===== src/rtl/pref_fetch_ctrl.sv =====
// pref_fetch_ctrl: fetch sequencer for the prefetch word buffer that feeds the
// compressed-instruction aligner. Issues word-aligned fetches via the MMU and
// icache, keeps the buffer topped up, restarts on redirect, and discards any
// icache response that belongs to a request issued before a redirect.
//
// Ports:
//   clk, reset        clock, synchronous active-high reset
//   redirect_i/_pc_i  flush the stream and restart at a halfword-aligned PC
//   mmu_req_o         translation request (held while in REQ)
//   mmu_vaddr_o       word-aligned fetch virtual address
//   mmu_hit_i         translation valid this cycle
//   icache_req_o      mmu_req_o & mmu_hit_i
//   icache_ack_i      icache response valid
//   fill_we_o         buffer push strobe, same cycle as the accepted ack
//   buf_pop_i         consumer retired one buffer word
//   buf_count_o       valid words in the buffer
//   buf_empty_o/full  occupancy flags
//   start_misalign_o  first instruction after redirect starts at halfword 1
//   busy_o            sequencer not idle
//
// Build option PREF_FETCH_PERF_EN adds saturating performance counters
// stall_cnt_o, drop_cnt_o and empty_cnt_o (cleared by reset only).
module pref_fetch_ctrl #(
  parameter int unsigned XLEN      = 32,
  parameter int unsigned BUF_DEPTH = 2,
  parameter int unsigned CNT_W     = $clog2(BUF_DEPTH + 1)
) (
  input  logic             clk,
  input  logic             reset,
  input  logic             redirect_i,
  input  logic [XLEN-1:0]  redirect_pc_i,
  output logic             mmu_req_o,
  output logic [XLEN-1:0]  mmu_vaddr_o,
  input  logic             mmu_hit_i,
  output logic             icache_req_o,
  input  logic             icache_ack_i,
  output logic             fill_we_o,
  input  logic             buf_pop_i,
  output logic [CNT_W-1:0] buf_count_o,
  output logic             buf_empty_o,
  output logic             buf_full_o,
  output logic             start_misalign_o,
  output logic             busy_o
`ifdef PREF_FETCH_PERF_EN
  ,
  output logic [31:0]      stall_cnt_o,
  output logic [31:0]      drop_cnt_o,
  output logic [31:0]      empty_cnt_o
`endif
);

  typedef enum logic [1:0] {
    ST_IDLE  = 2'd0,
    ST_REQ   = 2'd1,
    ST_DRAIN = 2'd2
  } state_t;

  state_t            state_q, state_d;
  logic [XLEN-1:0]   fetch_pc_q, fetch_pc_d;
  logic [CNT_W-1:0]  count_q, count_d;
  logic              issued_q, issued_d;
  logic              misalign_q, misalign_d;

  logic              mmu_req;
  logic              icache_req;
  logic              fill_we;
  logic              pop_ok;
  logic [CNT_W-1:0]  count_nxt;
  logic              below_depth;

  // Halfword alignment makes bit 0 of the redirect PC meaningless here.
  logic unused_pc_lsb;
  assign unused_pc_lsb = redirect_pc_i[0];

  // Next-state, occupancy and fetch address computation.
  always_comb begin
    mmu_req     = (state_q == ST_REQ);
    icache_req  = mmu_req & mmu_hit_i;
    fill_we     = mmu_req & icache_ack_i & ~redirect_i;
    pop_ok      = buf_pop_i & (count_q != '0);
    count_nxt   = count_q + CNT_W'(fill_we) - CNT_W'(pop_ok);
    below_depth = (count_nxt < CNT_W'(BUF_DEPTH));

    state_d    = state_q;
    fetch_pc_d = fetch_pc_q;
    count_d    = count_nxt;
    misalign_d = misalign_q;

    if (fill_we) begin
      fetch_pc_d = fetch_pc_q + XLEN'(4);
    end

    unique case (state_q)
      ST_IDLE:  if (below_depth) state_d = ST_REQ;
      ST_REQ:   if (icache_ack_i && !below_depth) state_d = ST_IDLE;
      ST_DRAIN: if (icache_ack_i) state_d = ST_REQ;
      default:  state_d = ST_IDLE;
    endcase

    if (redirect_i) begin
      count_d    = '0;
      fetch_pc_d = {redirect_pc_i[XLEN-1:2], 2'b00};
      misalign_d = redirect_pc_i[1];
      if (state_q == ST_DRAIN) begin
        // An ack arriving with the redirect retires the stale response.
        state_d = icache_ack_i ? ST_REQ : ST_DRAIN;
      end else if ((state_q == ST_REQ) && (issued_q || icache_req) && !icache_ack_i) begin
        state_d = ST_DRAIN;
      end else begin
        state_d = ST_REQ;
      end
    end

    // A request is outstanding from the cycle it is presented until its ack.
    if ((state_d != ST_REQ) || icache_ack_i) begin
      issued_d = 1'b0;
    end else if (icache_req) begin
      issued_d = 1'b1;
    end else begin
      issued_d = issued_q;
    end
  end

  always_ff @(posedge clk) begin
    if (reset) begin
      state_q    <= ST_IDLE;
      fetch_pc_q <= '0;
      count_q    <= '0;
      issued_q   <= 1'b0;
      misalign_q <= 1'b0;
    end else begin
      state_q    <= state_d;
      fetch_pc_q <= fetch_pc_d;
      count_q    <= count_d;
      issued_q   <= issued_d;
      misalign_q <= misalign_d;
    end
  end

  assign mmu_req_o        = mmu_req;
  assign mmu_vaddr_o      = fetch_pc_q;
  assign icache_req_o     = icache_req;
  assign fill_we_o        = fill_we;
  assign buf_count_o      = count_q;
  assign buf_empty_o      = (count_q == '0);
  assign buf_full_o       = (count_q == CNT_W'(BUF_DEPTH));
  assign start_misalign_o = misalign_q;
  assign busy_o           = (state_q != ST_IDLE);

`ifdef PREF_FETCH_PERF_EN
  logic [31:0] stall_cnt_q, stall_cnt_d;
  logic [31:0] drop_cnt_q, drop_cnt_d;
  logic [31:0] empty_cnt_q, empty_cnt_d;
  logic        drop_evt;

  // Saturating event counters.
  always_comb begin
    drop_evt    = icache_ack_i & ((state_q == ST_DRAIN) | ((state_q == ST_REQ) & redirect_i));
    stall_cnt_d = stall_cnt_q;
    drop_cnt_d  = drop_cnt_q;
    empty_cnt_d = empty_cnt_q;
    if (mmu_req && !icache_ack_i && (stall_cnt_q != '1)) stall_cnt_d = stall_cnt_q + 32'd1;
    if (drop_evt && (drop_cnt_q != '1))                  drop_cnt_d  = drop_cnt_q + 32'd1;
    if ((count_q == '0) && (state_q == ST_IDLE) && (empty_cnt_q != '1))
      empty_cnt_d = empty_cnt_q + 32'd1;
  end

  always_ff @(posedge clk) begin
    if (reset) begin
      stall_cnt_q <= '0;
      drop_cnt_q  <= '0;
      empty_cnt_q <= '0;
    end else begin
      stall_cnt_q <= stall_cnt_d;
      drop_cnt_q  <= drop_cnt_d;
      empty_cnt_q <= empty_cnt_d;
    end
  end

  assign stall_cnt_o = stall_cnt_q;
  assign drop_cnt_o  = drop_cnt_q;
  assign empty_cnt_o = empty_cnt_q;
`endif

endmodule

===== config.mk =====
export PLATFORM = sky130hd
export DESIGN_NAME = pref_fetch_ctrl
export DESIGN_NICKNAME = d
export VERILOG_FILES = /design/src/rtl/pref_fetch_ctrl.sv
export SDC_FILE = /design/constraint.sdc
export NUM_CORES = 1
export LEC_CHECK = 0
export ABC_AREA = 1
export BUFFER_PORTS_ARGS = -buffer_cell sky130_fd_sc_hd__buf_2
export CAP_MARGIN = 40
export CORE_MARGIN = 5
export CORE_UTILIZATION = 45
export CTS_BUF_LIST = sky130_fd_sc_hd__clkbuf_2 sky130_fd_sc_hd__clkbuf_4 sky130_fd_sc_hd__clkbuf_8
export DETAILED_ROUTE_END_ITERATION = 10
export PLACE_DENSITY = 0.78
export SYNTH_ARGS = -nofsm -noshare
export SYNTH_HDL_FRONTEND = slang
export SYNTH_SLANG_ARGS = --single-unit

===== constraint.sdc =====
create_clock -name clk -period 5.35 [get_ports clk]
set_clock_uncertainty 0.2 [all_clocks]
set_input_delay 0.535 -clock clk [delete_from_list [all_inputs] [get_ports clk]]
set_output_delay 0.535 -clock clk [all_outputs]
set_load 0.05 [all_outputs]

Word level (Yosys, flattened, before mapping)
Index checks and enable logic that the tools add are counted.
{"block": "totals", "regBits": 38, "wordCells": 43}
{"block": "op_classes", "addsub": 3, "n_bitwise": 5, "n_lt_le_gt_ge": 1, "n_reduce_logical": 14, "eq_ne": 4, "mux": 10}
{"operator": "2-to-1 mux 32 bit", "count": 2}
{"operator": "adder 32 x 3 -> 32 bit, second input constant", "count": 1}
{"operator": "2-to-1 mux 2 bit", "count": 7}
{"operator": "one-hot mux 2 bit (3 select lines)", "count": 1}
{"operator": "nonzero test 2 bit", "count": 3}
{"operator": "AND 1 bit", "count": 4}
{"operator": "== test 2 bit, second input constant", "count": 2}
{"operator": "logical NOT 2 bit", "count": 2}
{"operator": "OR reduction 2 bit", "count": 2}
{"operator": "logical AND 1 bit", "count": 3}
{"operator": "adder 2 x 1 -> 2 bit", "count": 1}
{"operator": "== test 2 x 1 -> 1 bit, second input constant", "count": 1}
{"operator": "logical NOT 1 bit", "count": 2}
{"operator": "logical OR 1 bit", "count": 2}
{"operator": "< comparator 2 bit, second input constant", "count": 1}
{"operator": "!= test 2 x 1 -> 1 bit, second input constant", "count": 1}
{"operator": "subtractor 2 x 1 -> 2 bit", "count": 1}
{"operator": "inverter 1 bit", "count": 1}

Longest topological paths before layout
Gate-level depths: netlist of the first run.
{"block": "depth", "depth_word": 14, "mapped_depth": 10}

Least setup slack after synthesis of the first run
Ideal clock, no wire load.
{"block": "synth_path", "kind": "reg-to-reg", "start": "register count_q[1], in the netlist buf_count_o[1]", "end": "register issued_q", "slack_ps": 2610, "arrival_ps": 2414, "stages_incl_launch_ff": 10, "synth_period_minus_slack_ps": 2740, "setup_ps": 126, "path_cell_list": "dfxtp_1 > nor2_1 > nor2_1 > ha_1 > inv_1 > ha_1 > xnor2_1 > xor2_1 > a21boi_0 > nor3_1"}
{"block": "synth_between", "elab_chain_cells": 12}
{"item": "start, declared", "line": "60", "rtl": "logic [CNT_W-1:0] count_q, count_d;"}
{"item": "start signal, assigned", "line": "134", "rtl": "count_q <= count_d;"}
{"item": "branches (longest 2 deep; another with adder 2 x 1 -> 2 bit)"}
{"item": "subtractor 2 x 1 -> 2 bit *", "line": "81", "rtl": "count_nxt = count_q + CNT_W'(fill_we) - CNT_W'(pop_ok);"}
{"item": "< comparator 2 bit *", "line": "82", "rtl": "below_depth = (count_nxt < CNT_W'(BUF_DEPTH));"}
{"item": "logical NOT 1 bit", "line": "95", "rtl": "ST_REQ: if (icache_ack_i && !below_depth) state_d = ST_IDLE;"}
{"item": "logical AND 1 bit", "line": "95"}
{"item": "2-to-1 mux 2 bit", "line": "95"}
{"item": "one-hot mux 2 bit (3 select lines) *", "line": "93", "rtl": "unique case (state_q)"}
{"item": "2-to-1 mux 2 bit *", "line": "100", "rtl": "if (redirect_i) begin"}
{"item": "!= test 2 x 1 -> 1 bit *", "line": "115", "rtl": "if ((state_d != ST_REQ) || icache_ack_i) begin"}
{"item": "logical OR 1 bit *", "line": "115"}
{"item": "OR reduction 2 bit (no source line) *"}
{"item": "end signal, assigned", "line": "135", "rtl": "issued_q <= issued_d;"}
{"item": "end, declared", "line": "61", "rtl": "logic issued_q, issued_d;"}
Every way passes the cells marked *.
A chain may end at the register's enable or synchronous reset.

Final worst setup path of the first run
{"block": "layout_path", "start": "input port redirect_i", "end": "output port fill_we_o"}
{"block": "layout_between", "elab_chain_cells": 2}
{"item": "start, declared", "line": "30", "rtl": "input logic redirect_i,"}
{"item": "inverter 1 bit", "line": "79", "rtl": "fill_we = mmu_req & icache_ack_i & ~redirect_i;"}
{"item": "AND 1 bit", "line": "79"}
{"item": "end, declared", "line": "37", "rtl": "output logic fill_we_o,"}
Every way passes these cells.

==> impl_metrics.tcl, run 1 <==
set metrics [dict create \
    use_met1 0.248 \
    async_flop_share 0 \
    cap_violations 0 \
    area_delta_synth_final_pct 20.9 \
    powerDensity_mw_per_mm2 243 \
    ys_ff_latch 36 \
    fin_crit_sh 0.570 \
    cts_tree "done" \
    numCtsBuffers 5 \
    slowest_delay_ns 0.48 \
    vias_per_cell 4.95 \
    use_met3 0.0388 \
    cts_resized 0 \
    yosysWarnings 0 \
    slew_viol_final 0 \
    crit_slowest_cell "nor2_2" \
    cts_setup_buffers 0 \
    post-place-ws_ns 2.25 \
    cp.arrival_ns 2.31 \
    crit_type "in2out" \
    ys_types 31 \
    tightestPinTransition_ns 0.673 \
    gr-usage-met2 0.351 \
    setup_ws_ns 2.30 \
    critPathMaxFanout 36 \
    fp.dieH_um 85.4 \
    htreeDepth 2 \
    io_buffers 75 \
    grt_max_degree 37 \
    fmax_mhz 328 \
    first_pass_iters 4 \
    track_usage 0.203 \
    gp_congestion 0.939 \
    syn_area_mm2 0.00256 \
    fin_tns_setup_ns 0 \
    antennaDiodeCount 0 \
    antenna_found_initial 0 \
    ys.flop_type "dfxtp_1" \
    rsz0062_at_grt "no" \
    synth_edf_count 0 \
    cts_sinks 36 \
    peakVddDrop_mv 0.145 \
    avgSynthCellArea_um2 6.04 \
    grt_overflow 0 \
    path_cells "buf_2 -> inv_2 -> nand2_1 -> nor2_2 -> buf_6 -> buf_2" \
    cts_root_buffer "clkbuf_8" \
    row_count 27 \
    hpwl_um 5550 \
    drt_wl_total_um 7180 \
    nNetsFinal 535 \
    start_util 0.465 \
    synthTopCellsByArea "dfxtp_1 28%, nand2_1 18%, nor2_1 8.9%, inv_1 6.9%, nand3_1 5.1%" \
    nFillCells 568 \
    yosysMostFrequentCell "nand2_1" \
    core_area_mm2 0.00551 \
    synth_largest_area_cell "dfxtp_1" \
    top_usage_layer "met2" \
    hold_buffers 0 \
    cp-end-kind "output port" \
    crit_buf_inv 4 \
    hold_violations 0 \
    synth_top_area_share 0.282 \
    start_kind "input port" \
    slew_headroom 0.551 \
    drive_above_1_share 0.242 \
    period_minus_slack_ns 3.05 \
    die_x_um 85.4 \
    io_pins 79 \
    clk_pin_slew_worst_paths_ns 0.08 \
    finalSetupViolations 0 \
    first_iter_violations 157 \
    grt_pass1_vias 2694 \
    worstPathRequired_ns 4.62 \
    syn-instance-count 424 \
    clk_latency_ns 0.30 \
    grt_pass1_wl_um 12100 \
    yosys-top-cells-count "123 x nand2_1, 61 x nor2_1, 47 x inv_1, 36 x dfxtp_1, 26 x nand3_1" \
    cts_buffer_depth 2 \
    via_count 2807 \
    cp_common_cell "buf_2" \
    synth_seq_area_share 0.282 \
    die-area_mm2 0.00730 \
    ant_nets 0 \
    outcome "finished, final reports clean" \
    post-route-drc-count 0 \
    path_delay_family "buffers and inverters" \
    power_leakage_uw 0.00137 \
    min_path_type "in2reg" \
    wl_per_cell_um 12.7 \
]
-- state kept, by name, summed over array words and instances (netlist names) --
signal and count:
mmu_vaddr_o 30, issued_q 1, state_q 2, start_misalign_o 1, buf_count_o 2
-- cell families (layout without fill, tap and decap cells) --
kind of cell	Yosys count	after routing	share of synthesized area
compound gates	63	63	0.138
fa+ha+maj	3	3	0.0147
simple gates	246	246	0.429
flops	36	36	0.282
other cells	1	2	0.00146
buf+inv	66	136	0.105
xor+xnor	9	9	0.0308
-- metrics by stage --
stage / hold WS, ns / instance area [um2] / total power (uW) / utilization / cells
final: 0.264 / 3090 / 751 / 0.562 / 567
after global routing: 0.279 / 3090 / 789 / 0.562 / 567
after CTS: 0.266 / 3090 / 753 / 0.562 / 567
after detailed placement: 0.312 / 2970 / 488 / 0.539 / 559
after global placement: 0.292 / 2960 / 483 / 0.537 / 558
after floorplan: 0.378 / 2560 / 440 / - / 425
-- report_power, final --
group | leakage (uW) | switching, uW | total (uW) | internal (uW)
clock | 0.0000645 | 104 | 269 | 165
sequential | 0.000297 | 22.1 | 306 | 284
combinational | 0.00101 | 127 | 176 | 48.6
total | 0.00137 | 253 | 751 | 497
-- cell usage in the layout (no fill, tap or decap), types with 2 or more instances in the layout --
cell type and count:
inv_2 5, nand2_1 123, inv_1 47, a31oi_1 7, buf_2 75, a21oi_1 23
nor2_4 9, conb_1 2, dfxtp_1 36, nand3_1 26, nor3_1 2, nand2_2 9
ha_1 3, a22o_1 4, nor2_2 7, o21ai_0 21, or2_2 3, o21ai_1 4
nor2_1 61, xor2_1 8, clkbuf_8 7, nand4_1 3
-- per-layer routing --
metal | up-vias | routed length (um)
li1 | 1468 | -
met1 | 1259 | 3270
met2 | 71 | 3410
met3 | 9 | 399
met4 | 0 | 94
met5 | - | 0
-- worst min-delay path, stage by stage --
cell and delay, ns:
buf_2 0.07, nor2_1 0.03, nor2_1 0.09
-- path summary, 6_finish.rpt --
path	start	to	slack [ns]	cells past startpoint
min	redirect_pc_i[1]	start_misalign_o	0.26	3
min reg2reg	start_misalign_o	start_misalign_o	0.32	2
max	redirect_i	fill_we_o	2.30	6
max reg2reg	state_q[1]	issued_q	3.08	8
-- cell type report --
| cell class | count | area, um2 | share of cell area |
|---|---|---|---|
| timing repair buffer | 76 | 387 | 0.125 |
| clock inverter | 1 | 30.0 | 0.00970 |
| inverter | 52 | 195 | 0.0631 |
| clock buffer | 7 | 96.3 | 0.0311 |
| tap | 72 | 90.1 | 0.0291 |
| multi-input combinational | 323 | 1580 | 0.509 |
| sequential | 36 | 721 | 0.233 |
Note: power is estimated with default switching activity, not from simulation.
==> run 2, diff against run 1 <==
Settings changed: PLACE_DENSITY 0.78 to 0.8.
Clock period 5.35 ns to 2.6 ns, I/O delays scaled along.
==> impl_metrics.tcl, run 2 (synthesis gave the netlist of run 1 again) <==
set metrics [dict create \
    outcome "finished, final reports clean" \
    grt_overflow 0 \
    reg2reg_depth 9 \
    cts_buffer_depth 2 \
    grt_max_degree 36 \
    path_cells "inv_1 -> nand2_2 -> nor2_2 -> buf_4 -> buf_2" \
    die-area_mm2 0.00730 \
    place_area_mm2 0.00299 \
    cp.arrival_ns 1.57 \
    slew_viol_final 0 \
    drt_wl_total_um 7240 \
    row_count 27 \
    grt_pass1_wl_um 12100 \
    post-route-drc-count 0 \
    clk_latency_ns 0.29 \
    cts_resized 0 \
    drive_above_1_share 0.248 \
    power_leakage_uw 0.00138 \
    rsz0062_at_grt "no" \
    whs_endpoint "mmu_vaddr_o[3]" \
    hpwl_um 5680 \
    gp_congestion 0.845 \
    whs_path_depth 3 \
    cts_tree "done" \
    finalSetupViolations 0 \
    crit_buf_inv 3 \
    cts_root_buffer "clkbuf_8" \
    crit_type "reg2out" \
    start_util 0.465 \
    via_count 2840 \
    powerDensity_mw_per_mm2 459 \
    cp-end-kind "output port" \
    io_buffers 75 \
    antenna_found_initial 0 \
    numCtsBuffers 5 \
    first_iter_violations 247 \
    final_area_mm2 0.00309 \
    utilization 0.561 \
    slowest_delay_ns 0.32 \
    path_delay_family "buffers and inverters" \
    track_usage 0.201 \
    rr_startpoint "buf_count_o[1]" \
    start_kind "register" \
    first_pass_iters 4 \
    hold_violations 0 \
    cts_sinks 36 \
    fp.dieH_um 85.4 \
    final_common_cell "nand2_1" \
    io_pins 79 \
    htreeDepth 2 \
    fmax_mhz 494 \
    wl_per_cell_um 12.7 \
    nNetsFinal 539 \
    largest_register_ffs 30 \
    r2r-end "issued_q" \
    critPathMaxFanout 22 \
    crit_slowest_cell "buf_2" \
    area_delta_synth_final_pct 20.8 \
    antennaDiodeCount 0 \
    hold_buffers 1 \
    vias_per_cell 4.97 \
    peakVddDrop_mv 0.230 \
    period_minus_slack_ns 2.03 \
    worstPathRequired_ns 2.14 \
    fin_crit_sh 0.779 \
    core_area_mm2 0.00551 \
    min_from "redirect_pc_i[3]" \
    rrSetupSlack_ns 0.62 \
    ant_nets 0 \
    grt_pass1_vias 2705 \
    fin_tns_setup_ns 0 \
    clk_pin_slew_worst_paths_ns 0.08 \
    whs_ns 0.0318 \
    die_x_um 85.4 \
    final_cell_mix "123 x nand2_1, 75 x buf_2, 60 x nor2_1" \
    min_path_type "in2reg" \
    cap_violations 0 \
    cts_setup_buffers 0 \
]
## run 2: changes by cell type in the layout (fill, tap and decap cells not counted), sizes merged
cell | previous run | this run
clkinv | 0 | 2
buf | 76 | 79
dlygate4sd3 | 0 | 1
bufinv | 1 | 0
clkbuf | 7 | 6
## run 2: per-layer routing
layer / vias to the layer above / wire (um) / global-route usage
met4: 0 / 69 / 0.0590
met3: 7 / 445 / 0.0262
li1: 1477 / - / -
met2: 73 / 3440 / 0.345
met1: 1283 / 3280 / 0.260
met5: - / 0 / 0
## run 2: through the flow
stage | cells | total power, uW | setup slack (ns)
after floorplan | 425 | 906 | 0.101
after global placement | 562 | 1000 | 0.671
after detailed placement | 562 | 1010 | 0.601
after CTS | 571 | 1420 | 0.573
after global routing | 571 | 1490 | 0.393
final | 571 | 1420 | 0.574
## run 2: how the worst max path moves through the flow
stage	depth (start not counted)	to	slack, ns	from
3_3_place_gp	9	issued_q	0.67	buf_count_o[1]
6_report	5	fill_we_o	0.57	state_q[1]
3_5_place_dp	9	issued_q	0.60	buf_count_o[1]
2_1_floorplan	9	issued_q	0.10	buf_count_o[1]
4_1_cts	5	fill_we_o	0.57	state_q[1]
5_1_grt	7	mmu_vaddr_o[16]	0.39	mmu_vaddr_o[3]
## run 2: area by class of cell
cell class	instances	area (um2)
Multi-Input combinational cell	323	1580
Sequential cell	36	721
Fill cell	577	2410
Clock inverter	2	10.0
Inverter	52	195
Clock buffer	6	82.6
Timing Repair Buffer	80	415
Tap cell	72	90.1
## run 2: worst min-delay path: stages
cell     delay, ns
buf_2         0.10
nand2_1       0.05
a31oi_1       0.07
## run 2: power by group
group          leakage (uW)  total (uW)  switching, uW  internal, uW
Combinational       0.00103         366            262           104
Clock             0.0000510         423            212           212
Sequential         0.000297         629           44.8           585
